==> src/rtl/rsa_modexp_engine_if.sv <==
// Request/response bundle for rsa_modexp_engine.
// master drives the request side, slave is the engine.
interface rsa_modexp_engine_if #(
  parameter int unsigned WIDTH = 6
);
  logic             start;
  logic [WIDTH-1:0] base;
  logic [WIDTH-1:0] exponent;
  logic [WIDTH-1:0] modulus;
  logic             busy;
  logic             valid;
  logic             error;
  logic [WIDTH-1:0] result;

  modport master (
    output start, base, exponent, modulus,
    input  busy, valid, error, result
  );

  modport slave (
    input  start, base, exponent, modulus,
    output busy, valid, error, result
  );
endinterface

==> src/rtl/rsa_modexp_engine.sv <==
// Sequential modular exponentiation: result = base^exponent mod modulus.
// One multiply per MULT cycle, then a restoring shift-subtract reduction over
// WIDTH cycles. The reduction remainder is fed back as the next operand.
// Optional feature macro: RSA_MODEXP_SQMUL_EN selects left-to-right binary
// square-and-multiply; otherwise the exponent is consumed by repeated multiplication.
module rsa_modexp_engine #(
  parameter int unsigned WIDTH = 6
) (
  input logic                clk,
  input logic                rst,
  rsa_modexp_engine_if.slave bus
);
  localparam int unsigned BW = (WIDTH > 1) ? $clog2(WIDTH) : 1;
  localparam int unsigned RW = 2 * WIDTH + 1;

  typedef enum logic [2:0] {StIdle, StRedb, StMult, StRed, StDone} state_e;

  state_e           state_q, state_d;
  logic             busy_q, busy_d;
  logic             valid_q, valid_d;
  logic             error_q, error_d;
  logic [WIDTH-1:0] result_q, result_d;
  logic [WIDTH-1:0] n_q, n_d;
  logic [WIDTH-1:0] base_r_q, base_r_d;
  logic [WIDTH-1:0] acc_q, acc_d;
  logic [WIDTH-1:0] cnt_q, cnt_d;
  logic [BW-1:0]    bit_q, bit_d;
  logic [RW-1:0]    r_q, r_d;
`ifdef RSA_MODEXP_SQMUL_EN
  logic [WIDTH-1:0] exp_q, exp_d;  // remaining exponent bits, MSB is the current bit
  logic             sq_q, sq_d;    // 1: squaring step, 0: multiply-by-base step
`endif

  logic [RW-1:0]      n_sh;
  logic [RW-1:0]      r_next;
  logic [WIDTH-1:0]   mul_op;
  logic [2*WIDTH-1:0] prod;
  logic [WIDTH-1:0]   acc_init;

  // One restoring reduction step plus the shared multiplier.
  always_comb begin
    n_sh     = {{(WIDTH + 1){1'b0}}, n_q} << bit_q;
    r_next   = (r_q >= n_sh) ? (r_q - n_sh) : r_q;
`ifdef RSA_MODEXP_SQMUL_EN
    mul_op   = sq_q ? acc_q : base_r_q;
`else
    mul_op   = base_r_q;
`endif
    prod     = {{WIDTH{1'b0}}, acc_q} * {{WIDTH{1'b0}}, mul_op};
    acc_init = {{(WIDTH - 1){1'b0}}, (n_q != WIDTH'(1))};
  end

  // Next-state and datapath control.
  always_comb begin
    state_d  = state_q;
    busy_d   = busy_q;
    valid_d  = valid_q;
    error_d  = error_q;
    result_d = result_q;
    n_d      = n_q;
    base_r_d = base_r_q;
    acc_d    = acc_q;
    cnt_d    = cnt_q;
    bit_d    = bit_q;
    r_d      = r_q;
`ifdef RSA_MODEXP_SQMUL_EN
    exp_d    = exp_q;
    sq_d     = sq_q;
`endif
    unique case (state_q)
      StIdle: begin
        if (bus.start) begin
          valid_d = 1'b0;
          error_d = 1'b0;
          n_d     = bus.modulus;
          r_d     = {{(WIDTH + 1){1'b0}}, bus.base};
          bit_d   = BW'(WIDTH - 1);
          acc_d   = '0;
`ifdef RSA_MODEXP_SQMUL_EN
          exp_d   = bus.exponent;
          cnt_d   = WIDTH'(WIDTH);
`else
          cnt_d   = bus.exponent;
`endif
          if (bus.modulus == '0) begin
            state_d = StDone;
          end else begin
            busy_d  = 1'b1;
            state_d = StRedb;
          end
        end
      end
      StRedb: begin
        r_d   = r_next;
        bit_d = bit_q - 1'b1;
        if (bit_q == '0) begin
          base_r_d = r_next[WIDTH-1:0];
          acc_d    = acc_init;
`ifdef RSA_MODEXP_SQMUL_EN
          sq_d     = 1'b1;
          state_d  = StMult;
`else
          state_d  = (cnt_q != '0) ? StMult : StDone;
`endif
        end
      end
      StMult: begin
        r_d     = {1'b0, prod};
        bit_d   = BW'(WIDTH - 1);
        state_d = StRed;
      end
      StRed: begin
        r_d   = r_next;
        bit_d = bit_q - 1'b1;
        if (bit_q == '0) begin
          acc_d = r_next[WIDTH-1:0];
`ifdef RSA_MODEXP_SQMUL_EN
          if (sq_q && exp_q[WIDTH-1]) begin
            sq_d    = 1'b0;
            state_d = StMult;
          end else begin
            sq_d    = 1'b1;
            exp_d   = exp_q << 1;
            cnt_d   = cnt_q - 1'b1;
            state_d = (cnt_q != WIDTH'(1)) ? StMult : StDone;
          end
`else
          cnt_d   = cnt_q - 1'b1;
          state_d = (cnt_q != WIDTH'(1)) ? StMult : StDone;
`endif
        end
      end
      StDone: begin
        result_d = acc_q;
        error_d  = (n_q == '0);
        valid_d  = 1'b1;
        busy_d   = 1'b0;
        state_d  = StIdle;
      end
      default: state_d = StIdle;
    endcase
  end

  // State and datapath registers; reset aborts any run.
  always_ff @(posedge clk or posedge rst) begin
    if (rst) begin
      state_q  <= StIdle;
      busy_q   <= 1'b0;
      valid_q  <= 1'b0;
      error_q  <= 1'b0;
      result_q <= '0;
      n_q      <= '0;
      base_r_q <= '0;
      acc_q    <= '0;
      cnt_q    <= '0;
      bit_q    <= '0;
      r_q      <= '0;
    end else begin
      state_q  <= state_d;
      busy_q   <= busy_d;
      valid_q  <= valid_d;
      error_q  <= error_d;
      result_q <= result_d;
      n_q      <= n_d;
      base_r_q <= base_r_d;
      acc_q    <= acc_d;
      cnt_q    <= cnt_d;
      bit_q    <= bit_d;
      r_q      <= r_d;
    end
  end

`ifdef RSA_MODEXP_SQMUL_EN
  // Exponent bit scanner for square-and-multiply.
  always_ff @(posedge clk or posedge rst) begin
    if (rst) begin
      exp_q <= '0;
      sq_q  <= 1'b0;
    end else begin
      exp_q <= exp_d;
      sq_q  <= sq_d;
    end
  end
`endif

  assign bus.busy   = busy_q;
  assign bus.valid  = valid_q;
  assign bus.error  = error_q;
  assign bus.result = result_q;
endmodule

==> src/flat_wrapper.sv <==
// flat-port wrapper written by rule: the top's interface ports become plain ports
module rsa_modexp_engine_flat 
#(
  parameter int unsigned WIDTH = 6
)
  (clk, rst, bus_start, bus_base, bus_exponent, bus_modulus, bus_busy, bus_valid, bus_error, bus_result);
  rsa_modexp_engine_if #(.WIDTH(WIDTH)) bus_i ();
  input logic clk;
  input logic rst;
  input wire logic [$bits(bus_i.start)-1:0] bus_start;
  input wire logic [$bits(bus_i.base)-1:0] bus_base;
  input wire logic [$bits(bus_i.exponent)-1:0] bus_exponent;
  input wire logic [$bits(bus_i.modulus)-1:0] bus_modulus;
  output wire logic [$bits(bus_i.busy)-1:0] bus_busy;
  output wire logic [$bits(bus_i.valid)-1:0] bus_valid;
  output wire logic [$bits(bus_i.error)-1:0] bus_error;
  output wire logic [$bits(bus_i.result)-1:0] bus_result;
  assign bus_i.start = bus_start;
  assign bus_i.base = bus_base;
  assign bus_i.exponent = bus_exponent;
  assign bus_i.modulus = bus_modulus;
  assign bus_busy = bus_i.busy;
  assign bus_valid = bus_i.valid;
  assign bus_error = bus_i.error;
  assign bus_result = bus_i.result;
  rsa_modexp_engine #(.WIDTH(WIDTH)) u_core (.clk(clk), .rst(rst), .bus(bus_i));
endmodule
==> config.mk <==
export PLATFORM = sky130hd
export DESIGN_NAME = rsa_modexp_engine_flat
export DESIGN_NICKNAME = d
export VERILOG_FILES = /design/src/rtl/rsa_modexp_engine_if.sv /design/src/rtl/rsa_modexp_engine.sv /design/src/flat_wrapper.sv
export SDC_FILE = /design/constraint.sdc
export NUM_CORES = 1
export LEC_CHECK = 0
export ABC_CLOCK_PERIOD_IN_PS = 5750
export CORE_MARGIN = 2
export CORE_UTILIZATION = 61
export CTS_CLUSTER_DIAMETER = 120
export DETAILED_ROUTE_END_ITERATION = 10
export PLACE_DENSITY = 0.87
export SKIP_CTS_REPAIR_TIMING = 1
export SLEW_MARGIN = 20
export SYNTH_ARGS = -nofsm -noshare
export SYNTH_HDL_FRONTEND = slang
export SYNTH_SLANG_ARGS = --single-unit
==> constraint.sdc <==
create_clock -name clk -period 5.75 [get_ports clk]
set_clock_uncertainty 0.15 [all_clocks]
set_input_delay 1.15 -clock clk [delete_from_list [all_inputs] [get_ports clk]]
set_output_delay 1.15 -clock clk [all_outputs]
set_load 0.05 [all_outputs]
==> results.yml <==
outcome:
  status: "finished, final reports clean"
synthesis:
  yosysTopAreaCellShare: 0.273
  yosysSeqAreaShare: 0.273
  yosys_warnings: 0
  yosysTopAreaCell: "dfrtp_1"
  synth_edf_count: 0
  synth_ff_type: "dfrtp_1"
  syn_area_mm2: 0.00477
  synth_cells: 563
  syn_area_per_cell_um2: 8.48
  syn-num-nets: 639
  synth_area_leaders: "dfrtp_1 27%, ha_1 9.7%, fa_1 7.6%"
  ys_ff_latch: 52
  synthArstFlopShare: 1.00
  synth_cell_types: 71
finish:
  final_cell_mix: "76 x nand2_1, 52 x dfrtp_1, 45 x inv_1, 40 x nor2_1, 37 x ha_1"
  final_common_cell: "nand2_1"
  nNetsFinal: 654
  drive_above_1_share: 0.0587
  syn_to_final_growth_pct: 9.26
  diodes: 0
  multiInputGateArea_mm2: 0.00320
  seqCellArea_mm2: 0.00130
  fillerInstances: 638
  fin_util: 0.682
global_routing:
  grt_pass1_wl_mm: 20.8
  grt_pass1_vias: 4289
  antenna_found_initial: 0
  grt_usage: 0.305
  overflow: 0
  grt_max_degree: 53
sta:
  drv_slew: 0
  setup_viol: 0
  hold_viol_final: 0
  fmax_mhz: 230
  worst_hold_slack_ns: 0.370
  post-route-min-period_ns: 4.34
  slew_headroom: 0.387
  worst_slew_pin_slew_ns: 0.920
  finalCritPeriodShare: 0.755
  rsz0062_at_grt: "false"
  fin_tns_setup_ns: 0
min_path:
  hold_path_end: "u_core.bus.valid"
  hp-class: "register to register"
  hold_depth: 2
  hold_start: "u_core.bus.valid"
setup_path:
  crit_fanout: 8
  r2r_cells: 13
  path_class: "register to register"
  cp-start-kind: "register"
  r2r_end: "u_core.r_q[9]"
  end_kind: "register"
  regToRegSetupSlack_ns: 1.41
  worstPathRequired_ns: 5.80
  worstPathArrival_ns: 4.39
  crit_slowest_cell: "fa_1"
  path_depth: 13
  r2r_start: "u_core.acc_q[3]"
  cp_common_cell: "fa_1"
  cpPeakStageDelay_ns: 0.56
  worst_path_dominant_cell_family: "adder cells"
  crit_buf_inv: 2
  cp_cell_sequence: "and2_1, fa_1, inv_1, fa_1, fa_1, inv_1, ha_1, nor2b_1, o31ai_1, nand2b_1, a211oi_1, nor3_1, o32a_1"
detailed_routing:
  drt_iter0_drc: 406
  wl_per_cell_um: 18.0
  via_count: 4392
  drt-total-wl_mm: 12.3
  vias_per_cell: 6.45
  ant_nets: 0
  drt-pass1-iter-count: 6
  remaining_drc_errors: 0
floorplan:
  die_area_mm2: 0.00855
  io_pins: 30
  initial_core_util: 0.624
  die_width_um: 92.5
  rows: 32
  die_h_um: 92.5
  coreArea_mm2: 0.00765
clock_tree:
  clock_latency_ns: 0.32
  clock_tree.root_cell: "clkbuf_8"
  clock_path_buffers: 2
  htreeDepth: 2
  clock-sinks: 52
  tritoncts: "built"
  cts_buffers: 5
  path_clk_slew_ns: 0.10
power:
  p_int_w: 0.00144
  switching_power_w: 0.00155
  p_clk_frac: 0.088
  p_total_w: 0.00299
  leakage_nw: 2.33
  pwr-share-comb: 0.667
  switching_share: 0.517
  powerDensity_mw_per_mm2: 574
  seqPwrFrac: 0.245
  peakVddDrop_v: 0.000418
place:
  dp_hpwl_mm: 9.61
  globalplace.congestion: 0.928
  port_buffers: 29
run:
  drv_cap: 0
-- power by group through the flow --
stage                     clock network [W]  registers [W]  logic, W
final                              0.000264       0.000732   0.00200
after global routing               0.000276       0.000754   0.00222
after CTS                          0.000264       0.000723   0.00197
after detailed placement                  0       0.000729   0.00195
after global placement                    0       0.000719   0.00191
after floorplan                           0       0.000650   0.00157
-- through the flow --
step	worst slack, ns	std cells	cell area [um^2]
floorplan	1.77	563	4770
global placement	1.51	673	5100
detailed placement	1.46	673	5100
CTS	1.41	681	5210
global route	1.16	681	5210
finish	1.41	681	5210
-- worst max-delay path by stage --
stage | endpoint | from | slack [ns]
after global placement | u_core.r_q[9] | u_core.acc_q[3] | 1.51
after detailed placement | u_core.r_q[9] | u_core.acc_q[3] | 1.46
after global routing | u_core.r_q[9] | u_core.acc_q[3] | 1.16
after floorplan | u_core.r_q[9] | u_core.acc_q[3] | 1.77
final | u_core.r_q[9] | u_core.acc_q[3] | 1.41
after CTS | u_core.r_q[9] | u_core.acc_q[3] | 1.41
-- cell usage after synthesis (all sizes together) (3+ instances only) --
master and n:
xnor2 5, a221oi 5, a2111oi 3, nor4b 4, nor4 7, nand3b 4, o32a 3, o21ai 28
nor2b 3, a311oi 5, buf 11, mux2 10, a31oi 4, o31ai 6, nand4 10, a22oi 6
o22ai 3, inv 46, fa 18, and2 23, nand3 17, o211ai 5, a211o 6, xor2 4
o21a 5, a21o 9, a21oi 29, nand2 76, ha 37, clkbuf 11, nor3 14, mux2i 9
nand2b 4, a211oi 12, nor2 41, or3 5, dfrtp 52
-- worst reg2reg max path, stage by stage (launching register included) --
cell and delay, ns:
dfrtp_1 0.47, and2_1 0.21, fa_1 0.53, inv_1 0.05, fa_1 0.48, fa_1 0.56, inv_1 0.05, ha_1 0.33
nor2b_1 0.17, o31ai_1 0.47, nand2b_1 0.12, a211oi_1 0.28, nor3_1 0.08, o32a_1 0.28
-- sequential cells by signal, summed over array words and instances (netlist names) --
signal             flops
u_core.base_r_q        6
u_core.acc_q           6
u_core.cnt_q           6
u_core.r_q            13
u_core.bus.busy        1
u_core.bit_q           3
u_core.state_q         3
u_core.bus.valid       1
u_core.n_q             6
u_core.bus.error       1
u_core.bus.result      6
-- per-layer routing --
layer | routed length (um) | up-vias | track usage
met5 | 0 | - | 0
met4 | 309 | 0 | 0.0883
met3 | 834 | 27 | 0.0382
met2 | 5910 | 190 | 0.518
met1 | 5220 | 2119 | 0.410
li1 | - | 2056 | -
-- logic make-up (layout without fill, tap and decap cells) --
group,after synthesis,count (layout),synth area share
mux,19,19,0.0425
compound gates,145,145,0.215
xor+xnor,9,9,0.0165
flops,52,52,0.273
fa+ha+maj,55,55,0.173
simple gates,215,215,0.224
buf+inv,68,84,0.0564
-- cell type report --
cell class | instances | area share
repair buffers | 30 | 0.0571
multi-input cells | 443 | 0.614
clock inverters | 2 | 0.00744
well taps | 102 | 0.0245
inverters | 46 | 0.0334
flip-flops and latches | 52 | 0.250
clock buffers | 6 | 0.0139
(Power assumes the default switching activity.)
